--- src/rtl/custom_inverse_serial_pkg.sv ---
// Shared definitions for the inverse-direction serial ALU companion:
// operation encodings and controller states.
package custom_inv_pkg;

  typedef enum logic [1:0] {
    OP_LSR   = 2'b00,
    OP_LSL   = 2'b01,
    OP_ROR   = 2'b10,
    OP_THERM = 2'b11
  } op_e;

  typedef enum logic [1:0] {
    IDLE,
    RUN,
    DONE
  } state_e;

endpackage

--- src/rtl/custom_inverse_serial_if.sv ---
// Request/response bundle between the ALU datapath and the inverse serial unit.
interface custom_inverse_serial_if #(
  parameter int unsigned WIDTH = 4
);

  logic               in_valid;
  logic               in_ready;
  logic [WIDTH-1:0]   A;
  logic [WIDTH-1:0]   B;
  logic [1:0]         op;
  logic               out_valid;
  logic               out_ready;
  logic [2*WIDTH-1:0] result;
  logic               busy;

  modport master (
    output in_valid, A, B, op, out_ready,
    input  in_ready, out_valid, result, busy
  );

  modport slave (
    input  in_valid, A, B, op, out_ready,
    output in_ready, out_valid, result, busy
  );

endinterface

--- src/rtl/custom_inverse_serial_step.sv ---
// Single-bit step of the selected inverse operation; applied once per RUN cycle.
module custom_inv_step
  import custom_inv_pkg::*;
#(
  parameter int unsigned WIDTH = 4
) (
  input  op_e              op,
  input  logic [WIDTH-1:0] cur,
  output logic [WIDTH-1:0] nxt
);

  always_comb begin
    nxt = cur;
    case (op)
      OP_LSR:   nxt = cur >> 1;
      OP_LSL:   nxt = cur << 1;
      OP_ROR:   nxt = {cur[0], cur[WIDTH-1:1]};
      OP_THERM: nxt = {cur[WIDTH-2:0], 1'b1};
      default:  nxt = cur;
    endcase
  end

endmodule

--- src/rtl/custom_inverse_serial.sv ---
// Multi-cycle inverse shift/rotate/thermometer-decode unit, one bit-step per clock,
// behind a valid/ready handshake; result zero-extended to 2*WIDTH.
module custom_inverse_serial
  import custom_inv_pkg::*;
#(
  parameter int unsigned WIDTH = 4
) (
  input logic                    clk,
  input logic                    rst,
  custom_inverse_serial_if.slave bus
);

  localparam int unsigned SHW = $clog2(WIDTH);
  localparam int unsigned CW  = SHW + 1;
  localparam logic [CW-1:0] CNT_MAX = CW'(WIDTH);

  state_e           state, state_n;
  op_e              op_q, op_n;
  logic [WIDTH-1:0] work, work_n, step_work;
  logic [CW-1:0]    cnt, cnt_n, therm_cnt;
  logic             out_valid_q;
  logic [2*WIDTH-1:0] result_q;
  logic             accept, drain;

  custom_inv_step #(.WIDTH(WIDTH)) u_step (
    .op  (op_q),
    .cur (work),
    .nxt (step_work)
  );

  assign therm_cnt = (bus.B[SHW:0] > CNT_MAX) ? CNT_MAX : bus.B[SHW:0];

  assign bus.in_ready  = (state == IDLE) && !rst;
  assign bus.busy      = (state != IDLE);
  assign bus.out_valid = out_valid_q;
  assign bus.result    = result_q;

  assign accept = bus.in_valid && bus.in_ready;
  // Drain only once the registered out_valid has actually been presented.
  assign drain  = (state == DONE) && out_valid_q && bus.out_ready;

  generate
    if (WIDTH > CW) begin : g_unused_b
      logic unused_b_hi;
      assign unused_b_hi = ^bus.B[WIDTH-1:CW];
    end
  endgenerate

  always_comb begin
    state_n = state;
    op_n    = op_q;
    work_n  = work;
    cnt_n   = cnt;
    case (state)
      IDLE: begin
        if (accept) begin
          op_n = op_e'(bus.op);
          if (bus.op == OP_THERM) begin
            work_n = '0;
            cnt_n  = therm_cnt;
          end else begin
            work_n = bus.A;
            cnt_n  = {1'b0, bus.B[SHW-1:0]};
          end
          state_n = (cnt_n == '0) ? DONE : RUN;
        end
      end
      RUN: begin
        work_n = step_work;
        cnt_n  = cnt - CW'(1);
        if (cnt == CW'(1)) state_n = DONE;
      end
      DONE: begin
        if (drain) state_n = IDLE;
      end
      default: state_n = IDLE;
    endcase
  end

  always_ff @(posedge clk) begin
    if (rst) begin
      state       <= IDLE;
      op_q        <= OP_LSR;
      work        <= '0;
      cnt         <= '0;
      out_valid_q <= 1'b0;
      result_q    <= '0;
    end else begin
      state       <= state_n;
      op_q        <= op_n;
      work        <= work_n;
      cnt         <= cnt_n;
      out_valid_q <= (state == DONE) && !drain;
      result_q    <= ((state == DONE) && !drain) ? {{WIDTH{1'b0}}, work} : '0;
    end
  end

endmodule

--- src/flat_wrapper.sv ---
// flat-port wrapper written by rule: the top's interface ports become plain ports
module custom_inverse_serial_flat import custom_inv_pkg::*;
#(
  parameter int unsigned WIDTH = 4
)
  (clk, rst, bus_in_valid, bus_A, bus_B, bus_op, bus_out_ready, bus_in_ready, bus_out_valid, bus_result, bus_busy);
  custom_inverse_serial_if #(.WIDTH(WIDTH)) bus_i ();
  input logic clk;
  input logic rst;
  input wire logic [$bits(bus_i.in_valid)-1:0] bus_in_valid;
  input wire logic [$bits(bus_i.A)-1:0] bus_A;
  input wire logic [$bits(bus_i.B)-1:0] bus_B;
  input wire logic [$bits(bus_i.op)-1:0] bus_op;
  input wire logic [$bits(bus_i.out_ready)-1:0] bus_out_ready;
  output wire logic [$bits(bus_i.in_ready)-1:0] bus_in_ready;
  output wire logic [$bits(bus_i.out_valid)-1:0] bus_out_valid;
  output wire logic [$bits(bus_i.result)-1:0] bus_result;
  output wire logic [$bits(bus_i.busy)-1:0] bus_busy;
  assign bus_i.in_valid = bus_in_valid;
  assign bus_i.A = bus_A;
  assign bus_i.B = bus_B;
  assign bus_i.op = bus_op;
  assign bus_i.out_ready = bus_out_ready;
  assign bus_in_ready = bus_i.in_ready;
  assign bus_out_valid = bus_i.out_valid;
  assign bus_result = bus_i.result;
  assign bus_busy = bus_i.busy;
  custom_inverse_serial #(.WIDTH(WIDTH)) u_core (.clk(clk), .rst(rst), .bus(bus_i));
endmodule
--- config.mk ---
export PLATFORM = sky130hd
export DESIGN_NAME = custom_inverse_serial_flat
export DESIGN_NICKNAME = d
export VERILOG_FILES = /design/src/rtl/custom_inverse_serial_pkg.sv /design/src/rtl/custom_inverse_serial_if.sv /design/src/rtl/custom_inverse_serial_step.sv /design/src/rtl/custom_inverse_serial.sv /design/src/flat_wrapper.sv
export SDC_FILE = /design/constraint.sdc
export NUM_CORES = 1
export LEC_CHECK = 0
export ABC_CLOCK_PERIOD_IN_PS = 1990
export BUFFER_PORTS_ARGS = -buffer_cell sky130_fd_sc_hd__buf_2
export CAP_MARGIN = 10
export CORE_UTILIZATION = 50
export CTS_BUF_LIST = sky130_fd_sc_hd__clkbuf_16
export DETAILED_ROUTE_END_ITERATION = 7
export PLACE_DENSITY = 0.91
export SYNTH_ARGS = -nofsm -noshare
export SYNTH_HDL_FRONTEND = slang
export SYNTH_SLANG_ARGS = --single-unit
export TNS_END_PERCENT = 30
--- constraint.sdc ---
create_clock -name clk -period 1.99 [get_ports clk]
set_clock_uncertainty 0.1 [all_clocks]
set_input_delay 0.398 -clock clk [delete_from_list [all_inputs] [get_ports clk]]
set_output_delay 0.398 -clock clk [all_outputs]
set_load 0.05 [all_outputs]
==> summary.txt <==
Core Rows: 13
Crit path DAT: 1260 ps
H-tree depth: 1
Average routed wire per standard cell: 12.5 µm
DRC: 0
Drt via density: 5.54
CP max stage delay: 370 ps
Ys flop type: dfxtp_1
Min cycle time layout: 1760 ps
Post_cts resized: 0
Final instance area: 950 µm²
Post-synth top cells: 16 x dfxtp_1, 8 x nor2_1, 8 x nor3_1
Share of cells above drive strength 1: 34.3%
Worst reg2reg setup slack: 400 ps
Worst path cell trace: or2_4, nor2_1, buf_2
Delay-heaviest family, CP: simple AND/OR/NAND/NOR gates
Dpl cells: 119
Gr usage total: 21.1%
Number of synthesized register bits: 16
Crit share post-route: 88.4%
Mapped Area: 777 µm²
Routed vias: 681
Final Worst Setup Slack: 230 ps
Avg Inst Size Synth: 8.93 µm²
I/O pin count: 25
Yosys cell types: 31
CTS tree: yes
Run status: finished clean
Clk sinks: 16
Initial core utilization: 56.9%
Leading area contributor after synthesis: dfxtp_1
Most common cell in the netlist: dfxtp_1
Largest cells by area after synthesis: dfxtp_1 41%, a221oi_1 5.6%, nor3_1 5.2%
First-pass GRT wire length: 2820 µm
Post-CTS Setup Inserts: 0
Starting DRT DRC Count: 19
Antenna Nets Post-Route: 0
Die width: 41.4 µm
Clock Path Buffers: 2
Final std cells w/o fill: 123
Placed inst area: 871 µm²
Sequential share of power: 39.1%
DIE AREA: 1720 µm²
Die Ht: 41.4 µm
# hold bufs at CTS: 0
CP endpoint kind: output pin
Yosys top cell area share: 41.2%
Warnings from Yosys: 0
Core area: 1370 µm²
Async SR Flop Fraction: 0%
Unrepaired setup endpoints after global routing: no
Post-synth EDFFs: 0
Worst-skew pair later-pin latency: 240 ps
Clk pwr share: 40.4%
Worst Hold Class: in2reg
Largest net degree at the start of global routing: 15
End of the critical path: bus_in_ready
GP Congestion: 0.814
Total Power: 0.957 mW
Max-slew violations: 0
Switching power: 0.265 mW
Clock Root Buffer: clkbuf_16
Leakage: 0.431 nW
1st-pass router iterations: 4
Total negative slack: 0 ps
Fin Hold WS: 285 ps
DP Worst Slack: 395 ps
Inserted Diodes: 0
Total Wirelength: 1540 µm
Reg2reg end: u_core.work[1]
Utilization after layout: 69.5%
Synthesized netlist cell count: 87
Initial antenna violation count: 0
CP required: 1490 ps
Fmax: 568 MHz
Final setup viols: 0
Fin. Hold Viols: 0
TritonCTS buffer count: 3
Synthesis-to-finish area growth: 22.2%
Number of global-route vias before repair: 624
Crit path launch: u_core.state[0]
HPWL Detailed: 1130 µm
WP depth: 3
Reported max-cap violation count: 0
Final Net Count: 125
CP Buf/Inv Count: 1
Combinational share of power: 20.4%
Clock transition at path regs: 50 ps
Reg2reg path depth: 4
Power Density: 1010 nW/µm²
Critical Path Slowest Stage Cell: dfxtp_1
Critical path startpoint category: flip-flop
Worst flop-to-flop path startpoint: u_core.state[0]
Register area share after synthesis: 41.2%
VDD IR-drop max: 0.490 mV
Fill count: 113
Port Buffers: 19
CP Class: reg2out
Pint: 0.692 mW
Gr ovfl total: 0
Sw Share: 27.6%
Crit-path max FO: 7
==> tightest hold or removal path, stage by stage <==
cell and delay [ps]:
buf_2 100, nand2_1 40, o21ai_0 50
==> power by group through the flow <==
stage	clock network (mW)	registers, mW	logic, mW
2_1_floorplan	0	0.376	0.155
3_3_place_gp	0	0.377	0.189
3_5_place_dp	0	0.379	0.195
4_1_cts	0.393	0.373	0.196
5_1_grt	0.415	0.377	0.217
6_report	0.387	0.374	0.196
==> worst min-delay path by stage <==
stage | end | cells past startpoint | startpoint | slack, ps
after global placement | u_core.bus.result[3] | 1 | u_core.work[3] | 380
final | u_core.op_q[0] | 3 | bus_op[0] | 290
after global routing | u_core.op_q[0] | 3 | bus_op[0] | 320
after detailed placement | u_core.op_q[1] | 2 | u_core.op_q[1] | 380
after floorplan | u_core.op_q[1] | 2 | u_core.op_q[1] | 360
after CTS | u_core.op_q[0] | 3 | bus_op[0] | 290
==> cells by family after synthesis <==
family	share of synthesized area, %
adder cells (fa/ha/maj)	3.22
flip-flops	41.2
multiplexers	4.35
AO/OA/AOI/OAI	16.1
other	0.483
buffers and inverters	6.44
AND/OR/NAND/NOR	28.2
==> final cells by class <==
class	instances	area [µm²]	area share, %
Inverter	3	11.3	1.19
Clock inverter	1	3.75	0.395
Tap cell	15	18.8	1.98
Clock buffer	3	75.1	7.91
Timing Repair Buffer	20	103	10.8
Sequential cell	16	320	33.7
Multi-Input combinational cell	65	418	44.0
==> sequential cells by signal, indices dropped and copies added (netlist names) <==
signal	cells
u_core.bus.result	4
u_core.work	4
u_core.cnt	3
u_core.op_q	2
u_core.state	2
u_core.bus.out_valid	1
==> layer usage <==
layer	wire [µm]	track usage (%)	up-vias	part of all wire, %
li1	-	-	338	-
met3	93	5.22	5	6.0
met5	0	0	-	0
met1	660	25.0	307	43
met2	750	34.7	31	49
met4	38	11.6	0	2.5
==> placed cells by master, fill, tap and decap left out, drive strengths merged, types with 4 or more instances in the layout <==
cell type / n
nand2: 7
conb: 4
a221oi: 5
nor2: 9
nand2b: 4
dfxtp: 16
and2: 4
buf: 20
nor3: 8
No activity file was read; power rests on OpenSTA's default activity.
